`src/rtl/port_ingress_queue.sv`:
```
// port_ingress_queue
//   Host-side ingress queue for one switch port. Packets offered by the host
//   are filtered (destination must be one-hot and not this port), buffered in
//   a DEPTH-entry FIFO and emitted to the switch port as single-cycle pulses
//   separated by GAP idle cycles. Rejected packets raise drop_pulse.
//
//   Ports
//     clk, rst          clock, asynchronous active-high reset
//     host_valid/ready  host handshake (ready = occupancy below DEPTH)
//     host_target/data  requested one-hot destination and payload
//     sw_valid          one-cycle packet pulse towards the switch port
//     sw_source/target/data  packet fields, zero whenever sw_valid is low
//     drop_pulse        one-cycle flag after a rejected transfer
//     accept_cnt        saturating count of enqueued packets
//     drop_cnt          saturating count of rejected packets
//     fifo_count        current FIFO occupancy
module port_ingress_queue #(
  parameter int unsigned           ADDR_WIDTH = 4,
  parameter int unsigned           DATA_WIDTH = 8,
  parameter int unsigned           DEPTH      = 4,
  parameter logic [ADDR_WIDTH-1:0] SRC_ID     = 4'b0001,
  parameter int unsigned           GAP        = 1
) (
  input  logic                    clk,
  input  logic                    rst,
  input  logic                    host_valid,
  output logic                    host_ready,
  input  logic [ADDR_WIDTH-1:0]   host_target,
  input  logic [DATA_WIDTH-1:0]   host_data,
  output logic                    sw_valid,
  output logic [ADDR_WIDTH-1:0]   sw_source,
  output logic [ADDR_WIDTH-1:0]   sw_target,
  output logic [DATA_WIDTH-1:0]   sw_data,
  output logic                    drop_pulse,
  output logic [15:0]             accept_cnt,
  output logic [15:0]             drop_cnt,
  output logic [$clog2(DEPTH):0]  fifo_count
);

  localparam int unsigned PTR_W    = $clog2(DEPTH);
  localparam int unsigned CNT_W    = PTR_W + 1;
  localparam logic [3:0]  GAP_LOAD = 4'(GAP - 1);

  typedef enum logic [1:0] {
    S_IDLE = 2'd0,
    S_SEND = 2'd1,
    S_GAP  = 2'd2
  } state_t;

  state_t                state_q, state_d;
  logic [3:0]            gap_cnt_q, gap_cnt_d;
  logic [PTR_W-1:0]      wr_ptr_q, wr_ptr_d;
  logic [PTR_W-1:0]      rd_ptr_q, rd_ptr_d;
  logic [CNT_W-1:0]      count_q, count_d;
  logic                  ready_q, ready_d;
  logic [ADDR_WIDTH-1:0] hold_target_q, hold_target_d;
  logic [DATA_WIDTH-1:0] hold_data_q, hold_data_d;
  logic                  sw_valid_q, sw_valid_d;
  logic [ADDR_WIDTH-1:0] sw_source_q, sw_source_d;
  logic [ADDR_WIDTH-1:0] sw_target_q, sw_target_d;
  logic [DATA_WIDTH-1:0] sw_data_q, sw_data_d;
  logic                  drop_q, drop_d;
  logic [15:0]           acc_cnt_q, acc_cnt_d;
  logic [15:0]           drp_cnt_q, drp_cnt_d;

  logic [ADDR_WIDTH-1:0] mem_target [DEPTH];
  logic [DATA_WIDTH-1:0] mem_data   [DEPTH];

  logic legal;
  logic xfer;
  logic push;
  logic pop;

  // Handshake and packet filtering
  always_comb begin
    legal = (host_target != '0)
         && ((host_target & (host_target - ADDR_WIDTH'(1))) == '0)
         && (host_target != SRC_ID);
    xfer  = host_valid && ready_q;
    push  = xfer && legal;
    pop   = (state_q == S_IDLE) && (count_q != '0);
  end

  // FIFO bookkeeping and statistics
  always_comb begin
    wr_ptr_d  = wr_ptr_q;
    rd_ptr_d  = rd_ptr_q;
    count_d   = count_q;
    acc_cnt_d = acc_cnt_q;
    drp_cnt_d = drp_cnt_q;
    drop_d    = 1'b0;

    if (push) begin
      wr_ptr_d = wr_ptr_q + PTR_W'(1);
      if (acc_cnt_q != '1) begin
        acc_cnt_d = acc_cnt_q + 16'd1;
      end
    end
    if (pop) begin
      rd_ptr_d = rd_ptr_q + PTR_W'(1);
    end
    if (push && !pop) begin
      count_d = count_q + CNT_W'(1);
    end else if (!push && pop) begin
      count_d = count_q - CNT_W'(1);
    end

    if (xfer && !legal) begin
      drop_d = 1'b1;
      if (drp_cnt_q != '1) begin
        drp_cnt_d = drp_cnt_q + 16'd1;
      end
    end

    // Ready tracks the occupancy that will be registered, so a pop in the
    // same cycle as a full FIFO only frees a slot from the next cycle on.
    ready_d = (count_d < CNT_W'(DEPTH));
  end

  // Emission FSM. The switch-side fields are registered, so the pulse is
  // visible in the cycle after SEND (accept at k -> pulse at k+2).
  always_comb begin
    state_d       = state_q;
    gap_cnt_d     = gap_cnt_q;
    hold_target_d = hold_target_q;
    hold_data_d   = hold_data_q;
    sw_valid_d    = 1'b0;
    sw_source_d   = '0;
    sw_target_d   = '0;
    sw_data_d     = '0;

    case (state_q)
      S_IDLE: begin
        if (count_q != '0) begin
          hold_target_d = mem_target[rd_ptr_q];
          hold_data_d   = mem_data[rd_ptr_q];
          state_d       = S_SEND;
        end
      end
      S_SEND: begin
        sw_valid_d  = 1'b1;
        sw_source_d = SRC_ID;
        sw_target_d = hold_target_q;
        sw_data_d   = hold_data_q;
        gap_cnt_d   = GAP_LOAD;
        state_d     = S_GAP;
      end
      S_GAP: begin
        if (gap_cnt_q == '0) begin
          state_d = S_IDLE;
        end else begin
          gap_cnt_d = gap_cnt_q - 4'd1;
        end
      end
      default: begin
        state_d = S_IDLE;
      end
    endcase
  end

  always_ff @(posedge clk or posedge rst) begin
    if (rst) begin
      state_q       <= S_IDLE;
      gap_cnt_q     <= '0;
      wr_ptr_q      <= '0;
      rd_ptr_q      <= '0;
      count_q       <= '0;
      ready_q       <= 1'b0;
      hold_target_q <= '0;
      hold_data_q   <= '0;
      sw_valid_q    <= 1'b0;
      sw_source_q   <= '0;
      sw_target_q   <= '0;
      sw_data_q     <= '0;
      drop_q        <= 1'b0;
      acc_cnt_q     <= '0;
      drp_cnt_q     <= '0;
    end else begin
      state_q       <= state_d;
      gap_cnt_q     <= gap_cnt_d;
      wr_ptr_q      <= wr_ptr_d;
      rd_ptr_q      <= rd_ptr_d;
      count_q       <= count_d;
      ready_q       <= ready_d;
      hold_target_q <= hold_target_d;
      hold_data_q   <= hold_data_d;
      sw_valid_q    <= sw_valid_d;
      sw_source_q   <= sw_source_d;
      sw_target_q   <= sw_target_d;
      sw_data_q     <= sw_data_d;
      drop_q        <= drop_d;
      acc_cnt_q     <= acc_cnt_d;
      drp_cnt_q     <= drp_cnt_d;
    end
  end

  // Storage array needs no reset: occupancy gates every read.
  always_ff @(posedge clk) begin
    if (push) begin
      mem_target[wr_ptr_q] <= host_target;
      mem_data[wr_ptr_q]   <= host_data;
    end
  end

  always_comb begin
    host_ready = ready_q;
    sw_valid   = sw_valid_q;
    sw_source  = sw_source_q;
    sw_target  = sw_target_q;
    sw_data    = sw_data_q;
    drop_pulse = drop_q;
    accept_cnt = acc_cnt_q;
    drop_cnt   = drp_cnt_q;
    fifo_count = count_q;
  end

endmodule

```
`config.mk`:
```
export PLATFORM = sky130hd
export DESIGN_NAME = port_ingress_queue
export DESIGN_NICKNAME = d
export VERILOG_FILES = /design/src/rtl/port_ingress_queue.sv
export SDC_FILE = /design/constraint.sdc
export NUM_CORES = 1
export LEC_CHECK = 0
export BUFFER_PORTS_ARGS = -buffer_cell sky130_fd_sc_hd__buf_2
export CORE_ASPECT_RATIO = 1.25
export CORE_MARGIN = 2
export CORE_UTILIZATION = 60
export CTS_CLUSTER_SIZE = 40
export DETAILED_ROUTE_END_ITERATION = 10
export GPL_ROUTABILITY_DRIVEN = 0
export PLACE_DENSITY = 0.81
export SYNTH_ARGS = -nofsm -noshare
export SYNTH_HDL_FRONTEND = slang
export SYNTH_SLANG_ARGS = --single-unit
```
`constraint.sdc`:
```
create_clock -name clk -period 3.66 [get_ports clk]
set_input_delay 0.732 -clock clk [delete_from_list [all_inputs] [get_ports clk]]
set_output_delay 0.732 -clock clk [all_outputs]
set_load 0.01 [all_outputs]
```
Word level (Yosys, flattened, before mapping). Memory sizes are Yosys's and may differ from the RTL's. A register that Yosys moved wholly into a read port is not among the register bits. Index checks and enable logic that the tools add are counted.

Bits in registers: 64. Memory bits (writable): 48. Input bits: 15. Output and inout port bits: 54. Word-level logic and storage cells: 69. Memories: 2.

Memory list: mem_data (depth 4, bits a word 8, rd ports 1, clocked after Yosys merged registers in 1, write ports 1, RTL line 67) `logic [DATA_WIDTH-1:0] mem_data [DEPTH];`; mem_target (depth 4, bits a word 4, rd ports 1, clocked after Yosys merged registers in 1, write ports 1, RTL line 66) `logic [ADDR_WIDTH-1:0] mem_target [DEPTH];`.

Add/sub/neg operators: 8. $lt $le $gt $ge: 1. Eq/ne operators: 8. Muxes and demuxes: 14. Bitwise gates (word level): 1. Reductions and logical operators: 22.

Operators with widths (count): 16-bit by 1-bit adder with 16-bit output, second input constant (2); 16-bit inequality test, second input constant (2); 2-bit AND reduction (5); 1-bit logical AND (8); 4-bit zero test (2); 4-bit two-way mux (2); 8-bit two-way mux (1); 4-bit case mux with 2 select lines (1); 4-bit by 1-bit subtractor with 4-bit output, second input constant (2); 3-bit two-way mux (2); 2-bit case mux with 3 select lines (1); 1-bit two-way mux (5); 2-bit by 1-bit adder with 2-bit output, second input constant (2); 4-bit bitwise AND (1); 2-bit two-way mux (2); 2-bit inequality test, second input constant (2); 4-bit by 1-bit inequality test with 1-bit output, second input constant (1); 4-bit nonzero test (1); 3-bit by 1-bit adder with 3-bit output, second input constant (1); 1-bit zero test (3); 3-bit less-than comparator, second input constant (1); 3-bit nonzero test (1); 3-bit by 1-bit subtractor with 3-bit output, second input constant (1); 2-bit by 1-bit == test with 1-bit output, second input constant (1); other kinds (4) (4).

Longest topological paths before layout. Gate-level depths: netlist (run 1).

Word-level depth: 11. Mapped depth: 10. Depth with buffers taken out: 9.

Worst setup path before layout (run 1). No wires, ideal clock.

Kind: input-to-reg. From: in host_valid. To: reg (tool-made name). Setup time: 0.128 ns. Arrival: 2.117 ns. Required time: 3.532 ns. Path slack: 1.415 ns. Cell stages on the path: 9. Path buffers: 1. Cells stage by stage: and2_0 o2111a_1 buf_2 inv_1 ha_1 a21oi_1 o21ai_0 nand2_1 o31ai_1.

RTL lines: start, declared (RTL line 26) `input logic host_valid,`.

==> load_flow_metrics.sql, run 1 <==
INSERT INTO impl_metrics (metric_group, metric, value, unit) VALUES
('outcome', 'run_status', 'finished clean', ''),
('route', 'pre_repair_dr_iteration_count', '7', ''),
('route', 'drc_errors', '0', ''),
('sta', 'setup_tns', '0', 'ns'),
('power', 'leakage', '0.00265', 'uW'),
('flow_run', 'max_capacitance_violation_total', '0', ''),
('sta', 'transition_time_at_the_pin_with_the_least_slew_margin', '0.842', 'ns'),
('synthesis', 'yosysSeqAreaShare', '0.647', ''),
('global_routing', 'number_of_global_route_vias_before_repair', '3000', ''),
('floorplanning', 'floorplan.initialDensity', '0.612', ''),
('power', 'power.ir.vdd_worst', '411', 'uV'),
('clock_network', 'cts-root-buf', 'sky130_fd_sc_hd__clkbuf_8', ''),
('power', 'power.clock.fraction', '0.364', ''),
('worst_setup_path', 'timing.critical_path.slowest_cell_delay', '0.61', 'ns'),
('synthesis', 'async_flop_share', '0.600', ''),
('synthesis', 'syn-instance-count', '342', ''),
('synthesis', 'synth_edf_count', '48', ''),
('worst_setup_path', 'startpoint_types', 'input pin', ''),
('finish', 'most-common-layout-cells', 'sky130_fd_sc_hd__dfrtp_1 (72), sky130_fd_sc_hd__buf_2 (65), sky130_fd_sc_hd__edfxtp_1 (48)', ''),
('floorplanning', 'floorplan.io_pins', '69', ''),
('route', 'initialDrtViolationCount', '141', ''),
('power', 'power_switching', '1310', 'uW'),
('global_routing', 'grt.overflow.total', '0', ''),
('clock_network', 'ctsHoldBuffers', '0', ''),
('worst_setup_path', 'reg2reg_from', 'host_ready', ''),
('sta', 'timing.clock.skew', '0.00744', 'ns'),
('synthesis', 'yosys.area.top_type', 'sky130_fd_sc_hd__dfrtp_1', ''),
('synthesis', 'post_synth_instance_area', '0.00502', 'sq mm'),
('sta', 'rsz0062_at_grt', 'no', ''),
('hold_path', 'holdCritPathClass', 'input pin to async pin', ''),
('power', 'power_report.internal_total', '3330', 'uW'),
('clock_network', 'clkSinkCount', '120', ''),
('finish', 'design.final.nets', '448', ''),
('route', 'postRouteAntennaNets', '0', ''),
('clock_network', 'clock_latency', '0.52', 'ns'),
('finish', 'final_core_utilization', '0.738', ''),
('worst_setup_path', 'cp_num_buf_inv', '2', ''),
('finish', 'area_growth_syn_to_layout', '20.5', '%'),
('sta', 'finalSetupViolCount', '0', ''),
('clock_network', 'post-cts-setup-buffer-count', '0', ''),
('sta', 'timing.final.crit_period', '2.22', 'ns'),
('sta', 'post-route-period-util', '0.607', ''),
('finish', 'diodes', '0', ''),
('global_routing', 'grt_pass1_wl', '14900', 'um'),
('placed_design', 'hpwl', '5770', 'um'),
('route', 'postRouteWirelength', '8840', 'um'),
('floorplanning', 'design.die.area', '0.00911', 'sq mm'),
('power', 'p_total', '4640', 'uW'),
('power', 'powerDensity', '767', 'mW/mm^2'),
('clock_network', 'clock_tree.buffer_depth', '2', ''),
('synthesis', 'netlist_top_cells_area', 'sky130_fd_sc_hd__dfrtp_1 (36%), sky130_fd_sc_hd__edfxtp_1 (29%), sky130_fd_sc_hd__mux4_2 (5.4%)', ''),
('worst_setup_path', 'cp.required', '4.05', 'ns'),
('global_routing', 'antenna_found_initial', '0', ''),
('floorplanning', 'die_h', '106', 'um'),
('sta', 'maxSlewHeadroom', '0.432', ''),
('worst_setup_path', 'crit_path_end_kind', 'flip-flop', ''),
('sta', 'hold_viol_final', '0', ''),
('route', 'via_per_inst', '5.55', ''),
('placed_design', 'portBuffers', '65', ''),
('route', 'detail_routed_net_length_per_standard_cell', '16.6', 'um'),
('global_routing', 'pin_count_of_the_biggest_net_entering_global_routing', '52', ''),
('worst_setup_path', 'reg2reg_slack', '1.45', 'ns'),
('power', 'power_frac_seq', '0.411', ''),
('worst_setup_path', 'critical_path.cell_chain', 'buf_2 > o21ai_0 > o2111a_1 > inv_1 > ha_1 > a21oi_1 > o21ai_0 > nand2_1 > o31ai_1', ''),
('clock_network', 'cts_buffers', '17', ''),
('worst_setup_path', 'critPathArrivalTime', '2.62', 'ns'),
('synthesis', 'yosys_warnings', '0', ''),
('finish', 'layout.cells.most_common', 'sky130_fd_sc_hd__dfrtp_1', ''),
('synthesis', 'ffs_latches_synth', '120', ''),
('synthesis', 'synth_top_area_share', '0.359', ''),
('worst_setup_path', 'worstRegToRegCells', '8', '');
sequential cells by signal, summed over array words and instances, names as in the netlist, 4 cells and up, named ones only:
register / cells
hold_target_q: 4
mem_data: 32
mem_target: 16
accept_cnt: 16
sw_target: 4
drop_cnt: 16
sw_data: 8
gap_cnt_q: 4
hold_data_q: 8
metal layers:
layer	wire, um	vias up	GRT usage	part of all wire
met2	4720	70	0.346	0.53
met3	322	12	0.0629	0.036
li1	-	1378	-	-
met4	133	0	0.0884	0.015
met5	0	-	0	0
met1	3670	1488	0.280	0.41
power by group through the flow:
| stage | Combinational [uW] | Clock, uW | Sequential [uW] |
|---|---|---|---|
| 6_report | 1040 | 1690 | 1910 |
| 4_1_cts | 1060 | 1720 | 1910 |
| 2_1_floorplan | 751 | 0 | 1900 |
| 3_3_place_gp | 1000 | 0 | 1920 |
| 3_5_place_dp | 1040 | 0 | 1930 |
| 5_1_grt | 1150 | 1770 | 1950 |
cell families (layout without fill, tap and decap cells):
family	after synthesis	count (layout)	synth area share
DFF	120	120	0.647
and+or+nand+nor	95	95	0.104
xor gates and xnor gates	34	34	0.0594
muxes	28	28	0.0905
buffers and inverters	28	118	0.0249
AOI/OAI and AO/OA	24	24	0.0437
adders and majority gates	12	12	0.0299
other	1	3	0.000748
final cells by class:
type	count	area, sq um
Timing Repair Buffer	68	348
Sequential cell	120	3240
Multi-Input combinational cell	196	1660
Clock buffer	19	432
Clock inverter	13	178
Inverter	18	67.6
Tap cell	97	121
Fill cell	517	2150
how the worst max path moves through the flow:
stage	start	endpoint	slack, ns	depth (start not counted)
after detailed placement	host_target[3]	flip-flop	0.95	9
after global placement	host_target[3]	mem_data[1][4]	1.07	4
after global routing	host_target[3]	flip-flop	1.26	9
after floorplan	rst	async pin	1.10	1
after CTS	host_ready	flip-flop	1.47	8
final	host_target[3]	flip-flop	1.44	9
synth_stat cells (all sizes together), types with 2 or more instances:
master / instances
a211oi: 3
a21oi: 3
and2: 19
and3: 4
and4: 3
buf: 9
dfrtp: 72
edfxtp: 48
ha: 12
inv: 18
mux2: 16
mux4: 12
nand2: 24
nand2b: 3
nand3: 13
nand4: 7
nor2: 11
nor3: 6
nor4: 2
o21ai: 8
o311ai: 2
xnor2: 21
xor2: 13
metrics by stage:
step                cell area [sq um]  worst slack [ns]  instances
global placement                 5440              1.07        499
detailed placement               5440             0.951        499
global route                     6040              1.26        531
floorplan                        5020              1.10        344
finish                           6040              1.44        531
CTS                              6040              1.47        531
worst reg2reg max path, cell delays in order, from the launching register on:
cell and delay (ns):
sky130_fd_sc_hd__dfrtp_1 0.36, sky130_fd_sc_hd__and2_0 0.20, sky130_fd_sc_hd__o2111a_1 0.60, sky130_fd_sc_hd__inv_1 0.11
sky130_fd_sc_hd__ha_1 0.40, sky130_fd_sc_hd__a21oi_1 0.13, sky130_fd_sc_hd__o21ai_0 0.11, sky130_fd_sc_hd__nand2_1 0.09
sky130_fd_sc_hd__o31ai_1 0.07
(Power assumes the default switching activity.)
==> run 2: changes to the inputs <==
- CORE_UTILIZATION: 60 -> 57
- PLACE_DENSITY: 0.81 -> 0.77
- clock period: 3.66 -> 2.2 ns (I/O delays scaled with it)
==> load_flow_metrics.sql, run 2 (synthesized netlist as in run 1, its figures left out) <==
INSERT INTO impl_metrics (metric_group, metric, value, unit) VALUES
('outcome', 'run_status', 'finished clean', ''),
('clock_network', 'clock_tree.buffer_depth', '2', ''),
('route', 'via_per_inst', '5.24', ''),
('sta', 'timing_max_transition_violations_final', '0', ''),
('sta', 'finalSetupViolCount', '0', ''),
('route', 'pre_repair_dr_iteration_count', '4', ''),
('worst_setup_path', 'crit_path_end_kind', 'flip-flop', ''),
('finish', 'largest_register_ffs', '32', ''),
('placed_design', 'total_placed_instance_area', '0.00557', 'sq mm'),
('sta', 'setup_tns', '0', 'ns'),
('route', 'dr_total_vias', '2966', ''),
('finish', 'design.final.nets', '460', ''),
('worst_setup_path', 'critical_path.cell_chain', 'inv_1 > ha_1 > a211oi_4 > inv_1 > ha_1 > nand2b_1 > nor2_1 > a211oi_1 > a21oi_1', ''),
('placed_design', 'hpwl', '5900', 'um'),
('floorplanning', 'floorplan.die.width', '87.9', 'um'),
('flow_run', 'max_capacitance_violation_total', '0', ''),
('worst_setup_path', 'path_max_fanout', '6', ''),
('clock_network', 'clk_pin_slew', '0.05', 'ns'),
('global_routing', 'antenna_found_initial', '0', ''),
('clock_network', 'cts_buffers', '17', ''),
('global_routing', 'pin_count_of_the_biggest_net_entering_global_routing', '54', ''),
('finish', 'layout-drive-gt1-share', '0.327', ''),
('worst_setup_path', 'reg2reg_from', 'fifo_count[0]', ''),
('route', 'drc_errors', '0', ''),
('floorplanning', 'floorplan.initialDensity', '0.583', ''),
('worst_setup_path', 'critPathArrivalTime', '2.41', 'ns'),
('worst_setup_path', 'crit_path_leading_delay_family', 'adder cells', ''),
('sta', 'rsz0062_at_grt', 'no', ''),
('sta', 'timing.clock.skew', '0.00670', 'ns'),
('global_routing', 'grt_usage', '0.208', ''),
('clock_network', 'cts_tree', 'built', ''),
('global_routing', 'grt_pass1_wl', '14500', 'um'),
('sta', 'timing.final.crit_period', '1.96', 'ns'),
('worst_setup_path', 'cp.required', '2.65', 'ns'),
('floorplanning', 'design.die.area', '0.00957', 'sq mm'),
('clock_network', 'clock_latency', '0.53', 'ns'),
('hold_path', 'holdCritPathClass', 'input pin to flip-flop', ''),
('sta', 'max_clock_freq', '510', 'MHz'),
('route', 'detail_routed_net_length_per_standard_cell', '15.2', 'um'),
('route', 'postRouteWirelength', '8600', 'um'),
('clock_network', 'clkSinkCount', '120', ''),
('worst_setup_path', 'cp_num_buf_inv', '2', ''),
('power', 'powerDensity', '1220', 'mW/mm^2'),
('sta', 'setup_ws', '0.239', 'ns'),
('finish', 'layout.cells.most_common', 'sky130_fd_sc_hd__dfrtp_1', ''),
('worst_setup_path', 'timing.critical_path.slowest_cell_delay', '0.39', 'ns'),
('power', 'power.ir.vdd_worst', '764', 'uV'),
('finish', 'multiInputGateArea', '0.00166', 'sq mm'),
('sta', 'maxSlewHeadroom', '0.565', ''),
('finish', 'largest-register', 'mem_data', ''),
('floorplanning', 'floorplan.io_pins', '69', ''),
('finish', 'diodes', '0', ''),
('placed_design', 'dp_slack', '0.252', 'ns'),
('worst_setup_path', 'ws_path_type', 'flip-flop to flip-flop', ''),
('worst_setup_path', 'critPathSlowestCell', 'sky130_fd_sc_hd__dfrtp_1', ''),
('clock_network', 'cts_max_level', '4', ''),
('global_routing', 'number_of_global_route_vias_before_repair', '2973', ''),
('finish', 'fillerInstances', '584', ''),
('finish', 'area.sequential', '0.00324', 'sq mm'),
('route', 'postRouteAntennaNets', '0', ''),
('finish', 'area_growth_syn_to_layout', '21.9', '%'),
('worst_setup_path', 'startpoint_types', 'flip-flop', ''),
('hold_path', 'hold_path_startpoint', 'host_data[1]', ''),
('placed_design', 'portBuffers', '65', ''),
('sta', 'hold_viol_final', '0', ''),
('sta', 'post-route-period-util', '0.891', ''),
('clock_network', 'cts-root-buf', 'sky130_fd_sc_hd__clkbuf_8', ''),
('route', 'initialDrtViolationCount', '113', ''),
('clock_network', 'cts-resized-gates', '0', ''),
('floorplanning', 'die_h', '109', 'um'),
('worst_setup_path', 'crit_start', 'fifo_count[0]', ''),
('power', 'leakage', '0.00269', 'uW'),
('finish', 'post_route_cell_area', '0.00612', 'sq mm'),
('floorplanning', 'design.core.area', '0.00861', 'sq mm'),
('sta', 'transition_time_at_the_pin_with_the_least_slew_margin', '0.651', 'ns'),
('global_routing', 'grt.overflow.total', '0', ''),
('finish', 'most-common-layout-cells', 'sky130_fd_sc_hd__dfrtp_1 (72), sky130_fd_sc_hd__buf_2 (65), sky130_fd_sc_hd__edfxtp_1 (48)', ''),
('floorplanning', 'placementRows', '38', '');
-- run 2: cell type report --
type	instances	share of cell area
Clock buffer	21	0.0702
Multi-Input combinational cell	196	0.272
Timing Repair Buffer	80	0.0741
Sequential cell	120	0.530
Inverter	18	0.0117
Clock inverter	11	0.0174
Tap cell	120	0.0245
-- run 2: where the power goes --
part | switching [uW] | leakage [uW] | total [uW] | internal, uW
Clock | 892 | 0.000266 | 2480 | 1590
Combinational | 887 | 0.00106 | 1840 | 956
Sequential | 373 | 0.00137 | 3150 | 2780
-- run 2: final timing paths --
kind	cells past startpoint	slack [ns]	endpoint
max	9	0.24	fifo_count[1]
min	1	0.12	mem_data[0][1]
max reg2reg	9	0.24	fifo_count[1]
min reg2reg	1	0.48	sw_data[2]
max in group asynchronous	4	1.12	sw_data[7]
min in group asynchronous	3	0.48	accept_cnt[13]
-- run 2: per-stage QoR --
step / cells / util / hold WS, ns / power (uW)
after floorplan: 344 / - / 0.449 / 4440
after global placement: 533 / 0.647 / 0.462 / 4940
after detailed placement: 533 / 0.647 / 0.477 / 5030
after CTS: 566 / 0.711 / 0.111 / 7560
after global routing: 566 / 0.711 / 0.112 / 7920
final: 566 / 0.711 / 0.125 / 7470
-- run 2: metal layers --
layer  GRT usage  share of wire
met1       0.255           0.41
met2       0.329           0.52
met3      0.0621          0.044
met4       0.115          0.028
met5           0              0
-- run 2: timing repair --
action                                 CTS  global route
hold buffers                             1             0
endpoints found under the hold margin   19             0
setup buffers                            0             0
==> run 3: changes to the inputs <==
- CORE_UTILIZATION: 57 -> 40
- PLACE_DENSITY: 0.77 -> 0.57
==> load_flow_metrics.sql, run 3 (synthesized netlist as in run 1, its figures left out) <==
INSERT INTO impl_metrics (metric_group, metric, value, unit) VALUES
('finish', 'largest-register', 'mem_data', ''),
('clock_network', 'ctsHoldBuffers', '0', ''),
('global_routing', 'grt_usage', '0.148', ''),
('flow_run', 'max_capacitance_violation_total', '0', ''),
('clock_network', 'clk_pin_slew', '0.05', 'ns'),
('sta', 'finalSetupViolCount', '0', ''),
('clock_network', 'cts_buffers', '17', ''),
('route', 'postRouteAntennaNets', '0', ''),
('worst_setup_path', 'startpoint_types', 'flip-flop', ''),
('route', 'initialDrtViolationCount', '83', ''),
('clock_network', 'cts-resized-gates', '0', ''),
('worst_setup_path', 'path_max_fanout', '5', ''),
('sta', 'hold-worst-slack', '0.125', 'ns'),
('hold_path', 'holdCritPathClass', 'input pin to async pin', ''),
('finish', 'largest_register_ffs', '32', ''),
('finish', 'area_growth_syn_to_layout', '24.9', '%'),
('finish', 'design.final.nets', '456', ''),
('clock_network', 'cts-root-buf', 'sky130_fd_sc_hd__clkbuf_16', ''),
('floorplanning', 'design.core.area', '0.0122', 'sq mm'),
('worst_setup_path', 'ws_path_type', 'flip-flop to flip-flop', ''),
('sta', 'post-route-period-util', '0.880', ''),
('global_routing', 'number_of_global_route_vias_before_repair', '2980', ''),
('global_routing', 'globalRouteMet3Util', '0.0614', ''),
('worst_setup_path', 'reg2reg_from', 'accept_cnt[0]', ''),
('sta', 'timing.clock.skew', '0.00557', 'ns'),
('finish', 'most-common-layout-cells', 'sky130_fd_sc_hd__dfrtp_1 (72), sky130_fd_sc_hd__buf_2 (65), sky130_fd_sc_hd__edfxtp_1 (48)', ''),
('worst_setup_path', 'cp.required', '2.49', 'ns'),
('power', 'leakage', '0.00271', 'uW'),
('global_routing', 'grt_pass1_wl', '15200', 'um'),
('clock_network', 'cts_max_level', '4', ''),
('global_routing', 'antenna_found_initial', '0', ''),
('route', 'pre_repair_dr_iteration_count', '4', ''),
('clock_network', 'cts_tree', 'built', ''),
('sta', 'rsz0062_at_grt', 'no', ''),
('sta', 'transition_time_at_the_pin_with_the_least_slew_margin', '0.676', 'ns'),
('placed_design', 'portBuffers', '65', ''),
('sta', 'maxSlewHeadroom', '0.549', ''),
('clock_network', 'post-cts-setup-buffer-count', '0', ''),
('route', 'drc_errors', '0', ''),
('route', 'detail_routed_net_length_per_standard_cell', '14.8', 'um'),
('clock_network', 'clock_tree.buffer_depth', '2', ''),
('floorplanning', 'floorplan.io_pins', '69', ''),
('sta', 'hold_viol_final', '0', ''),
('clock_network', 'clock_latency', '0.41', 'ns'),
('sta', 'setup_tns', '0', 'ns'),
('route', 'via_per_inst', '4.82', ''),
('finish', 'diodes', '0', ''),
('worst_setup_path', 'crit_path_end_kind', 'flip-flop', ''),
('global_routing', 'global_route.usage.met2', '0.236', ''),
('worst_setup_path', 'crit_start', 'accept_cnt[0]', ''),
('floorplanning', 'design.die.area', '0.0135', 'sq mm'),
('route', 'postRouteWirelength', '8970', 'um'),
('sta', 'timing_max_transition_violations_final', '0', ''),
('power', 'powerDensity', '1260', 'mW/mm^2'),
('placed_design', 'hpwl', '6030', 'um'),
('clock_network', 'clkSinkCount', '120', ''),
('outcome', 'run_status', 'finished clean', ''),
('global_routing', 'grt.overflow.total', '0', ''),
('finish', 'layout-drive-gt1-share', '0.320', ''),
('floorplanning', 'die_h', '129', 'um'),
('floorplanning', 'placementRows', '45', ''),
('sta', 'timing.final.crit_period', '1.94', 'ns'),
('sta', 'max_clock_freq', '516', 'MHz'),
('global_routing', 'pin_count_of_the_biggest_net_entering_global_routing', '73', ''),
('worst_setup_path', 'critPathArrivalTime', '2.23', 'ns'),
('global_routing', 'grtUsageMet1', '0.181', ''),
('finish', 'layout.cells.most_common', 'sky130_fd_sc_hd__dfrtp_1', ''),
('worst_setup_path', 'reg2reg_slack', '0.26', 'ns'),
('floorplanning', 'floorplan.die.width', '104', 'um'),
('power', 'power.ir.vdd_worst', '515', 'uV'),
('floorplanning', 'floorplan.initialDensity', '0.411', ''),
('global_routing', 'top_usage_layer', 'met2', ''),
('route', 'dr_total_vias', '2915', '');
-- run 3: cell types whose count changed in the layout (fill, tap and decap cells not counted) --
cell,change
sky130_fd_sc_hd__clkinv_1,+4
sky130_fd_sc_hd__clkbuf_16,+1
sky130_fd_sc_hd__buf_12,+3
sky130_fd_sc_hd__clkinv_2,-6
sky130_fd_sc_hd__clkbuf_1,-3
sky130_fd_sc_hd__dlygate4sd3_1,-1
sky130_fd_sc_hd__bufinv_16,+3
sky130_fd_sc_hd__buf_4,-6
-- run 3: per-stage QoR --
step	total power, uW	area, sq um	setup WS (ns)	std cells	utilization
floorplan	4440	5030	0.0610	344	-
global placement	4990	5640	0.278	574	0.462
detailed placement	5050	5640	0.243	574	0.462
CTS	8010	6260	0.265	605	0.513
global route	8340	6260	0.0989	605	0.513
finish	7890	6260	0.263	605	0.513
-- run 3: area by class of cell --
type	count	area [sq um]
tap	164	205
fill	1070	5950
clock inverter	12	181
timing repair buffer	76	458
clock buffer	19	443
multi-input combinational	196	1660
inverter	18	71.3
sequential	120	3240
-- run 3: metal layers --
metal | part of all wire | up-vias
li1 | - | 1395
met1 | 0.44 | 1455
met2 | 0.50 | 57
met3 | 0.049 | 8
met4 | 0.013 | 0
met5 | 0 | -
-- run 3: worst paths after layout --
check | to | depth (start not counted)
min in group clk | mem_data[0][6] | 1
worst max register to register | accept_cnt[1] | 5
worst min register to register | sw_data[3] | 1
worst min-delay path | drop_cnt[13] | 3
max in group asynchronous | hold_data_q[4] | 3
worst max-delay path | accept_cnt[1] | 5
-- run 3: report_power, final --
group          total (uW)  switching, uW  internal (uW)
clock                2920            916           2010
sequential           3070            293           2780
combinational        1900            945            953
-- run 3: worst max-delay path: stages (launching register included) --
cell	delay [ns]
sky130_fd_sc_hd__dfrtp_1	0.41
sky130_fd_sc_hd__ha_1	0.23
sky130_fd_sc_hd__nand4_1	0.18
sky130_fd_sc_hd__or4_4	0.56
sky130_fd_sc_hd__nand2_4	0.12
sky130_fd_sc_hd__mux2_2	0.33
